### src/rtl/motor_cmd_sequencer.sv
// Dual-motor speed command sequencer: slew-limits each channel's magnitude, inserts a
// zero-speed dead interval on reversals and forces a stop when commands go stale.
//
// state | meaning
// RUN   | magnitude ramps toward target (same sign, or sitting at 0)
// DRAIN | reversal pending: magnitude ramps down to 0
// DEAD  | held at 0 for DEAD_TICKS ticks, then the sign is switched
module motor_cmd_sequencer #(
    parameter int TICK_DIV   = 1000,
    parameter int STEP       = 4,
    parameter int DEAD_TICKS = 8,
    parameter int WDOG_TICKS = 500
) (
    input  logic       clk,
    input  logic       reset,
    input  logic       cmd_valid,
    output logic       cmd_ready,
    input  logic       cmd_m1_sign,
    input  logic [6:0] cmd_m1_mag,
    input  logic       cmd_m2_sign,
    input  logic [6:0] cmd_m2_mag,
    output logic       motor1_sign,
    output logic [6:0] motor1_period,
    output logic       motor2_sign,
    output logic [6:0] motor2_period,
    output logic       update,
    output logic       wdog_fault
);
    localparam int PW = $clog2(TICK_DIV);
    localparam int WW = $clog2(WDOG_TICKS + 1);
    localparam int DW = $clog2(DEAD_TICKS + 1);

    typedef enum logic [1:0] {RUN, DRAIN, DEAD} state_t;

    state_t        state    [2];
    logic          sign     [2];
    logic [6:0]    mag      [2];
    logic [DW-1:0] dead_cnt [2];
    logic          tgt_sign [2];
    logic [6:0]    tgt_mag  [2];
    logic          cmd_sign [2];
    logic [6:0]    cmd_mag  [2];

    logic [PW-1:0] presc;
    logic [WW-1:0] wdog_cnt;
    logic [15:0]   cur_out;
    logic [15:0]   prev_out;
    logic          tick;
    logic          accept;

    assign cmd_ready   = !reset;
    assign accept      = cmd_valid && cmd_ready;
    assign tick        = (presc == PW'(TICK_DIV - 1));
    assign cmd_sign[0] = cmd_m1_sign;
    assign cmd_sign[1] = cmd_m2_sign;
    assign cmd_mag[0]  = cmd_m1_mag;
    assign cmd_mag[1]  = cmd_m2_mag;

    assign motor1_sign   = sign[0];
    assign motor1_period = mag[0];
    assign motor2_sign   = sign[1];
    assign motor2_period = mag[1];
    assign cur_out       = {sign[0], mag[0], sign[1], mag[1]};

    // One slew step from cur toward tgt, done in 8 bits and clamped to the 7-bit range.
    function automatic logic [6:0] step_toward(input logic [6:0] cur, input logic [6:0] tgt);
        logic [7:0] c;
        logic [7:0] t;
        logic [7:0] d;
        logic [7:0] r;
        c = {1'b0, cur};
        t = {1'b0, tgt};
        if (t > c) begin
            d = t - c;
            r = c + ((d > 8'(STEP)) ? 8'(STEP) : d);
        end else begin
            d = c - t;
            r = c - ((d > 8'(STEP)) ? 8'(STEP) : d);
        end
        if (r > 8'd127) r = 8'd127;
        return r[6:0];
    endfunction

    always_ff @(posedge clk) begin
        if (reset) begin
            presc      <= '0;
            wdog_cnt   <= '0;
            wdog_fault <= 1'b0;
            prev_out   <= '0;
            update     <= 1'b0;
            for (int i = 0; i < 2; i++) begin
                state[i]    <= RUN;
                sign[i]     <= 1'b0;
                mag[i]      <= '0;
                dead_cnt[i] <= '0;
                tgt_sign[i] <= 1'b0;
                tgt_mag[i]  <= '0;
            end
        end else begin
            presc <= tick ? '0 : presc + PW'(1);

            // An accept on the expiry tick takes priority over the forced stop.
            if (accept) begin
                for (int i = 0; i < 2; i++) begin
                    tgt_sign[i] <= cmd_sign[i];
                    tgt_mag[i]  <= cmd_mag[i];
                end
                wdog_cnt   <= '0;
                wdog_fault <= 1'b0;
            end else if (tick && wdog_cnt == WW'(WDOG_TICKS - 1)) begin
                tgt_mag[0] <= '0;
                tgt_mag[1] <= '0;
                wdog_cnt   <= WW'(WDOG_TICKS);
                wdog_fault <= 1'b1;
            end else if (tick && wdog_cnt < WW'(WDOG_TICKS)) begin
                wdog_cnt <= wdog_cnt + WW'(1);
            end

            if (tick) begin
                for (int i = 0; i < 2; i++) begin
                    case (state[i])
                        RUN: begin
                            if (mag[i] == '0 && sign[i] != tgt_sign[i]) begin
                                state[i]    <= DEAD;
                                dead_cnt[i] <= '0;
                            end else if (sign[i] == tgt_sign[i]) begin
                                mag[i] <= step_toward(mag[i], tgt_mag[i]);
                            end else begin
                                state[i] <= DRAIN;
                            end
                        end
                        DRAIN: begin
                            if (sign[i] == tgt_sign[i]) begin
                                state[i] <= RUN;
                            end else begin
                                mag[i] <= step_toward(mag[i], 7'd0);
                                if (step_toward(mag[i], 7'd0) == '0) begin
                                    state[i]    <= DEAD;
                                    dead_cnt[i] <= '0;
                                end
                            end
                        end
                        DEAD: begin
                            mag[i] <= '0;
                            if (dead_cnt[i] == DW'(DEAD_TICKS - 1)) begin
                                sign[i]  <= tgt_sign[i];
                                state[i] <= RUN;
                            end else begin
                                dead_cnt[i] <= dead_cnt[i] + DW'(1);
                            end
                        end
                        default: state[i] <= RUN;
                    endcase
                end
            end

            prev_out <= cur_out;
            update   <= (cur_out != prev_out);
        end
    end
endmodule
### config.mk
export PLATFORM = sky130hd
export DESIGN_NAME = motor_cmd_sequencer
export DESIGN_NICKNAME = d
export VERILOG_FILES = /design/src/rtl/motor_cmd_sequencer.sv
export SDC_FILE = /design/constraint.sdc
export NUM_CORES = 1
export LEC_CHECK = 0
export CAP_MARGIN = 10
export CORE_MARGIN = 4
export CORE_UTILIZATION = 45
export CTS_CLUSTER_DIAMETER = 50
export CTS_CLUSTER_SIZE = 12
export DETAILED_ROUTE_END_ITERATION = 10
export RECOVER_POWER = 25
export SETUP_SLACK_MARGIN = 0.5
export SLEW_MARGIN = 10
export SYNTH_ARGS = -nofsm -noshare
export SYNTH_HDL_FRONTEND = slang
export SYNTH_SLANG_ARGS = --single-unit
### constraint.sdc
create_clock -name clk -period 7.8 [get_ports clk]
set_input_delay 1.56 -clock clk [delete_from_list [all_inputs] [get_ports clk]]
set_output_delay 1.56 -clock clk [all_outputs]
set_load 0.01 [all_outputs]
Yosys cells after proc, flatten, opt, wreduce, memory -nomap -nowiden
Memories as Yosys holds them, arrays and structs flattened. Index checks and enable logic that the tools add are counted.

$add $sub $neg: 14. Magnitude comparators: 13. Eq/ne operators: 13. Mux-type cells: 189. Bitwise operators: 32. Reduce and logical (&&, ||, !) cells: 18.

Operators with widths (number): $mux W7 (34); $mux W8 (24); $mux W1 (111); $sub A7 B7 Y8 (6); $gt A8 B3 Y1 const B (4); $gt A8 B7 Y1 const B (4); $or A1 B1 Y1 (32); $logic_not A7 Y1 (4); $mux W2 (12); $mux W4 (6); $mux W9 (2); $add A7 B8 Y8 (2); $ne A16 B16 Y1 (1); $sub A7 B8 Y8 (2); $gt A7 B3 Y1 const B (2); $gt A7 B7 Y1 (2); $add A10 B1 Y10 const B (1); $eq A10 B10 Y1 const B (1); $add A9 B1 Y9 const B (1); $eq A9 B9 Y1 const B (1); $lt A9 B9 Y1 const B (1); $reduce_or A3 Y1 (3); $add A4 B1 Y4 const B (2); $eq A4 B3 Y1 const B (2); 9 further kinds (19).

Register bits after elaboration: 37. Bits in writable memories: 44. Input bits: 19. Output and inout bits: 19. Word-level logic and storage cells: 291. Memories kept: 6.

Memory list: mag (depth 2, width 7, read ports 2, clocked after Yosys merged registers in 0, wr ports 2, line 37) `logic [6:0] mag [2];`; tgt_mag (depth 2, width 7, read ports 2, clocked after Yosys merged registers in 0, wr ports 2, line 40) `logic [6:0] tgt_mag [2];`; dead_cnt (depth 2, width 4, read ports 2, clocked after Yosys merged registers in 0, wr ports 2, line 38) `logic [DW-1:0] dead_cnt [2];`; state (depth 2, width 2, read ports 2, clocked after Yosys merged registers in 0, wr ports 2, line 35) `state_t state [2];`; sign (depth 2, width 1, read ports 2, clocked after Yosys merged registers in 0, wr ports 2, line 36) `logic sign [2];`; tgt_sign (depth 2, width 1, read ports 2, clocked after Yosys merged registers in 0, wr ports 2, line 39) `logic tgt_sign [2];`.

Longest topological paths before layout
Gate-level depths: netlist of the first run. An unclocked memory read counts as a cell.

Word-level depth: 24. Depth in mapped cells: 24. Depth with buffers taken out: 22.

Worst setup path before layout of the first run
No wires, ideal clock.

Path kind: register -> register. From: memory mag[1][1]. To: memory mag[1][2] (data pin). Setup time: 256 ps. Arrival: 4539 ps. Required time: 7544 ps. Setup slack: 3005 ps. Cell stages (with the launch flop): 23. Buffers on the path: 2. Clock period less this slack: 4795 ps. Cell sequence: edfxtp_1 > clkbuf_1 > inv_1 > ha_1 > nor2b_1 > o31ai_1 > mux2i_1 > o211ai_1 > nor2_1 > o21ai_0 > or2_2 > ha_1 > a22oi_1 > ha_1 > nor2b_1 > o31ai_1 > a21oi_1 > o21a_1 > nor2_1 > or3_1 > buf_2 > a31oi_1 > a31o_2.

RTL lines (line): start: declaration (37).

==> impl_metrics.py, run 1 <==
metrics = {
    "outcome": {
        "outcome": "completed",
    },
    "place": {
        "dp.cells": 891,
        "io_buffers": 37,
        "place_hpwl_um": 10900,
        "place_congestion": 0.896,
        "postPlaceCellArea_sq_um": 6550,
    },
    "setup_path": {
        "cp_slowest_stage_delay_ns": 0.68,
        "crit_top_cell": "ha_1",
        "path_max_fanout": 12,
        "path_delay_family": "compound AO/OA/AOI/OAI gates",
        "critPathArrivalTime_ns": 5.33,
        "crit_buf_inv": 2,
        "start_kind": "flip-flop",
        "worstSetupPathType": "flip-flop to flip-flop",
        "crit_path_top_delay_cell": "edfxtp_1",
        "path_cells": "inv_1 -> ha_1 -> and4_1 -> a211oi_1 -> nor4_1 -> o211a_2 -> nand2b_1 -> ha_1 -> nand2_1 -> o21ai_1 -> inv_1 -> ha_1 -> nor2b_1 -> o21a_1 -> o21ai_0 -> a21oi_1 -> o21a_1 -> nor2_1 -> xnor2_2 -> a221oi_1",
        "required_ns": 7.93,
        "setup.worst_path.end_class": "flip-flop",
    },
    "sta": {
        "final_hold_viol_count": 0,
        "fin_tns_setup_ns": 0,
        "min_period_over_period_pct": 66.7,
        "finalClockSkew_ns": 0.00905,
        "worst_pin_slew_ns": 1.07,
        "max_slew_margin_pct": 28.5,
        "rsz0062_at_grt": "false",
        "fmax_mhz": 192,
        "setup_viol": 0,
        "maxSlewViolCount": 0,
        "layout_min_cycle_time_ns": 5.20,
    },
    "floorplanning": {
        "io_pins": 38,
        "start_util_pct": 45.9,
        "core_sq_um": 13200,
        "die_area_sq_um": 15400,
        "rows": 42,
        "die_w_um": 124,
        "die_h_um": 124,
    },
    "logic_synthesis": {
        "synth_area_sq_um": 6070,
        "synth.distinct_cells": 64,
        "synth_cells": 707,
        "async_reset_ff_share_pct": 0,
        "synth.yosys.seq_area_share_pct": 33.9,
        "synth_ff_type": "edfxtp_1",
        "synth-edff-count": 44,
        "ys_ff_latch": 81,
        "yosys_warnings": 0,
        "syn_avg_cell_area_sq_um": 8.59,
    },
    "power_and_ir_drop": {
        "power-per-cell-area_nw_per_um2": 181,
        "vdd_drop_max_mv": 0.115,
        "leakagePower_nw": 2.71,
    },
    "global_route": {
        "grtUsageMet1_pct": 26.3,
        "grt.overflow.total": 0,
        "grt-busiest-layer": "met2",
        "grt.total_usage_pct": 18.9,
        "grt_pass1_wl_um": 22900,
        "antenna_found_initial": 0,
        "grt_pass1_vias": 4706,
        "grt_use_met3_pct": 4.50,
        "grt_max_degree": 26,
        "gr-usage-met2_pct": 29.5,
    },
    "detailed_routing": {
        "drc": 0,
        "vias": 5054,
        "drt_first_pass_iters": 5,
        "drt_iter0_markers": 325,
        "wl_um": 14300,
        "drt-vias-per-instance": 5.57,
        "post_drt_wl_per_cell_um": 15.7,
        "ant_nets": 0,
    },
    "final_layout": {
        "final_cells": 907,
        "fin_nets": 801,
        "drive_above_1_share_pct": 4.79,
        "post-route-util_pct": 51.8,
        "antenna_cells_inserted": 0,
        "syn_to_final_growth_pct": 13.0,
        "fin_area_sq_um": 6870,
    },
    "clocking": {
        "h-tree-depth": 3,
        "clock_insertion_delay_worst_skew_ns": 0.34,
        "ctsResizeCount": 0,
        "ctsHoldBuffers": 0,
        "cts_setup_buffers": 0,
        "cts_root_buffer": "clkbuf_16",
        "cts_tree": "yes",
        "clockBufferDepth": 2,
        "clock-sinks": 81,
        "path_clk_slew_ns": 0.06,
        "numCtsBuffers": 9,
    },
    "job": {
        "drv_cap": 0,
    },
    "worst_hold_path": {
        "hold_path.class": "flip-flop to flip-flop",
    },
}
metal layers:
| layer | up-vias | part of all wire (%) | wire (um) |
|---|---|---|---|
| li1 | 2528 | - | - |
| met1 | 2339 | 46 | 6550 |
| met2 | 165 | 46 | 6520 |
| met3 | 22 | 6.8 | 971 |
| met4 | 0 | 1.6 | 227 |
| met5 | - | 0 | 0 |
sequential cells by signal (all words and copies together) (netlist names):
name	cells
presc	10
wdog_fault	1
wdog_cnt	9
state	4
prev_out	16
tgt_sign	2
tgt_mag	14
update	1
dead_cnt	8
mag	14
sign	2
cell usage in the layout, fill, tap and decap left out, types with 14 or more instances in the layout:
cell type,instances
o21a_1,14
nor2_1,82
xor2_1,21
nand2_1,43
ha_1,50
and2_1,19
a21oi_1,38
nand3_1,24
o21ai_0,39
nor3_1,15
dfxtp_1,37
inv_1,51
edfxtp_1,44
clkdlybuf4s50_1,29
nor2b_1,14
xnor2_1,35
kinds of logic after synthesis:
logic type | Yosys count | synth area share, %
mux | 6 | 1.07
flops | 81 | 33.9
simple gates | 259 | 21.2
fa+ha+maj | 56 | 12.3
other cells | 1 | 0.0617
compound gates | 165 | 17.8
buf+inv | 82 | 5.29
xor+xnor | 57 | 8.34
final timing paths:
path	start	to	slack, ns	cells past startpoint
min	presc[0]	presc[0]	0.44	1
min reg2reg	presc[0]	presc[0]	0.44	1
max	mag[0][3]	mag[0][3]	2.60	20
max reg2reg	mag[0][3]	mag[0][3]	2.60	20
Yosys cell counts (all sizes together) (3+ instances only):
master	number	area, sq um
nor2	82	308
inv	51	191
ha	50	626
edfxtp	44	1320
nand2	43	161
o21ai	43	215
a21oi	40	208
dfxtp	37	741
xnor2	36	323
clkbuf	25	93.8
nand3	24	120
xor2	21	184
and2	19	119
nor3	16	80.1
nor2b	14	87.6
o21a	14	105
a31oi	12	75.1
nand4	12	75.1
a21o	10	75.1
nand2b	10	62.6
and3	8	50.1
nor4	7	43.8
or3	7	43.8
buf	6	36.3
fa	6	120
a211oi	5	37.5
a221oi	5	50.0
mux2i	5	50.1
or2	5	31.3
a31o	4	35.0
o211ai	4	30.0
a311oi	3	26.3
nand3b	3	22.5
nor3b	3	22.5
o31ai	3	22.5
layout make-up:
type | instances | area, sq um
clock buffers | 10 | 229
inverters | 51 | 191
well taps | 176 | 220
flip-flops and latches | 81 | 2060
repair buffers | 38 | 374
multi-input cells | 545 | 3700
fillers | 1287 | 6380
clock inverters | 6 | 88.8
where the power goes:
part	internal [mW]	total, mW	switching, mW
Combinational	0.130	0.295	0.165
Sequential	0.471	0.499	0.0277
Clock	0.281	0.448	0.167
Total	0.882	1.24	0.360
through the flow:
stage / setup slack, ns / total power, mW / hold slack (ns)
floorplan: 3.00 / 0.725 / 0.413
global route: 2.12 / 1.31 / 0.474
global placement: 2.74 / 0.794 / 0.425
detailed placement: 2.61 / 0.800 / 0.433
finish: 2.60 / 1.24 / 0.441
CTS: 2.63 / 1.25 / 0.442
Power figures use the tool's default switching activity.
==> run 2, diff against run 1 <==
==> constraint.sdc (replaced) <==
create_clock -name clk -period 5.28 [get_ports clk]
set_input_delay 1.056 -clock clk [delete_from_list [all_inputs] [get_ports clk]]
set_output_delay 1.056 -clock clk [all_outputs]
set_load 0.01 [all_outputs]
==> run 2 against run 1 <==
Against the previous run:
- first-iteration DRC count grew 43%
- hold slack gained 0.0037 ns
- core utilization grew 1.8 points
- clock skew shrank 0.00081 ns
- sequential power grew 44%
- combinational power grew 65%
- die area is the same
- critical endpoint is now mag[1][2]
- register-to-register slack lost 1.9 ns
- highest routed layer unchanged
- power grew 51%
- non-clock buffer count grew 26
- design area grew 3.5%
- clock-buffer cell count grew 1
==> impl_metrics.py, run 2 (same netlist as run 1, synthesis figures left out) <==
metrics = {
    "outcome": {
        "outcome": "completed",
    },
    "sta": {
        "max_slew_margin_pct": 17.5,
        "finalClockSkew_ns": 0.00824,
        "fmax_mhz": 219,
        "maxSlewViolCount": 0,
        "setup_viol": 0,
        "fin_tns_setup_ns": 0,
        "rsz0062_at_grt": "true",
        "final_hold_viol_count": 0,
        "fin_hold_ws_ns": 0.445,
        "min_period_over_period_pct": 86.3,
        "worst_pin_slew_ns": 1.24,
        "layout_min_cycle_time_ns": 4.56,
    },
    "place": {
        "io_buffers": 37,
        "place_hpwl_um": 11200,
        "place_congestion": 0.844,
        "dp.cells": 906,
        "postPlaceCellArea_sq_um": 6660,
    },
    "clocking": {
        "clock-sinks": 81,
        "numCtsBuffers": 9,
        "h-tree-depth": 3,
        "clockBufferDepth": 2,
        "cts_tree": "yes",
        "ctsHoldBuffers": 0,
        "cts_root_buffer": "clkbuf_16",
        "clock_insertion_delay_worst_skew_ns": 0.34,
        "path_clk_slew_ns": 0.06,
    },
    "power_and_ir_drop": {
        "switchingPower_mw": 0.551,
        "leakagePower_nw": 2.84,
        "p_comb_share_pct": 26.0,
        "switching_share_pct": 29.4,
        "pwr-share-seq_pct": 38.4,
        "internal_power_mw": 1.32,
        "vdd_drop_max_mv": 0.217,
        "power-per-cell-area_nw_per_um2": 263,
        "p_clk_share_pct": 35.6,
    },
    "final_layout": {
        "largest_reg_flops": 16,
        "fin_area_sq_um": 7110,
        "final_cells": 933,
        "antenna_cells_inserted": 0,
        "fin_nets": 827,
        "final_cell_mix": "nor2_1, inv_1, ha_1, edfxtp_1, nand2_1",
        "top_regs": "prev_out (16), mag (14), tgt_mag (14)",
        "syn_to_final_growth_pct": 17.0,
        "regMostFlops": "prev_out",
        "drive_above_1_share_pct": 9.78,
        "post-route-util_pct": 53.7,
        "layout_commonest_cell": "nor2_1",
    },
    "detailed_routing": {
        "route.met3.wl_um": 746,
        "wl_met2_um": 6980,
        "vias": 5172,
        "wl_met1_um": 7030,
        "drt_first_pass_iters": 5,
        "top_layer_used": "met4",
        "drt-vias-per-instance": 5.54,
        "drc": 0,
        "wl_um": 15000,
        "ant_nets": 0,
        "drt_iter0_markers": 466,
        "post_drt_wl_per_cell_um": 16.0,
    },
    "global_route": {
        "grt_pass1_vias": 4886,
        "grt_pass1_wl_um": 23800,
        "grt.total_usage_pct": 19.5,
        "antenna_found_initial": 0,
        "grt.overflow.total": 0,
        "grt_max_degree": 26,
    },
    "setup_path": {
        "start_kind": "flip-flop",
        "path_max_fanout": 10,
        "setup.worst_path.end_class": "flip-flop",
        "worstSetupPathType": "flip-flop to flip-flop",
        "critPathArrivalTime_ns": 4.65,
        "required_ns": 5.38,
    },
    "floorplanning": {
        "start_util_pct": 45.9,
        "die_area_sq_um": 15400,
        "die_h_um": 124,
        "rows": 42,
        "io_pins": 38,
        "core_sq_um": 13200,
        "die_w_um": 124,
    },
    "worst_hold_path": {
        "hold_path.class": "flip-flop to flip-flop",
    },
    "job": {
        "drv_cap": 0,
    },
}
[run 2: cell count changes in the layout (fill, tap and decap cells not counted), sizes merged]
cell,before,now
clkinvlp,1,0
clkbuf,11,13
clkdlybuf4s50,29,35
dlygate4sd3,8,2
buf,0,25
[run 2: critical path, cell delays in order, from the launching register on]
cell      delay [ns]
edfxtp_1        0.38
inv_1           0.14
ha_2            0.36
a21oi_2         0.16
a21oi_1         0.08
a221oi_1        0.24
o211ai_1        0.19
nor2_1          0.23
o21ai_1         0.14
or2_2           0.30
ha_1            0.33
a22oi_2         0.17
ha_1            0.24
nor2b_1         0.14
o31ai_2         0.30
a21oi_1         0.10
o21a_1          0.18
nor2_2          0.10
or3_4           0.17
a31oi_1         0.09
a31o_2          0.24
[run 2: layer usage]
metal | vias to the layer above | global-route usage (%)
li1 | 2577 | -
met2 | 141 | 31.5
met5 | - | 0
met1 | 2435 | 26.6
met4 | 0 | 4.79
met3 | 19 | 4.59
[run 2: power groups by stage]
stage	sequential [mW]	combinational, mW	clock, mW
after floorplan	0.731	0.341	0
after global placement	0.731	0.457	0
after CTS	0.719	0.464	0.679
after detailed placement	0.732	0.461	0
final	0.719	0.487	0.666
after global routing	0.722	0.538	0.711
[run 2: what timing repair did]
action	4_1_cts	5_1_grt
resized for setup	1	20
setup buffers	0	11
endpoints found under the setup margin	7	14
pin swaps	0	6
endpoints found under the hold margin	0	0
[run 2: final timing paths]
check / depth (start not counted) / slack [ns] / endpoint / start
worst max register to register: 20 / 0.72 / mag[1][2] / mag[1][4]
worst max-delay path: 20 / 0.72 / mag[1][2] / mag[1][4]
worst min-delay path: 1 / 0.45 / presc[0] / presc[0]
worst min register to register: 1 / 0.45 / presc[0] / presc[0]
[run 2: final cells by class]
type / instances / area, sq um
well taps: 176 / 220
repair buffers: 64 / 569
flip-flops and latches: 81 / 2060
clock inverters: 5 / 78.8
clock buffers: 11 / 233
fillers: 1259 / 6130
inverters: 51 / 191
multi-input cells: 545 / 3750
[run 2: metrics by stage]
| stage | power, mW | setup slack [ns] |
|---|---|---|
| after global routing | 1.97 | 0.482 |
| after detailed placement | 1.19 | 0.472 |
| final | 1.87 | 0.722 |
| after CTS | 1.86 | 0.506 |
| after floorplan | 1.07 | 0.566 |
| after global placement | 1.19 | 0.610 |
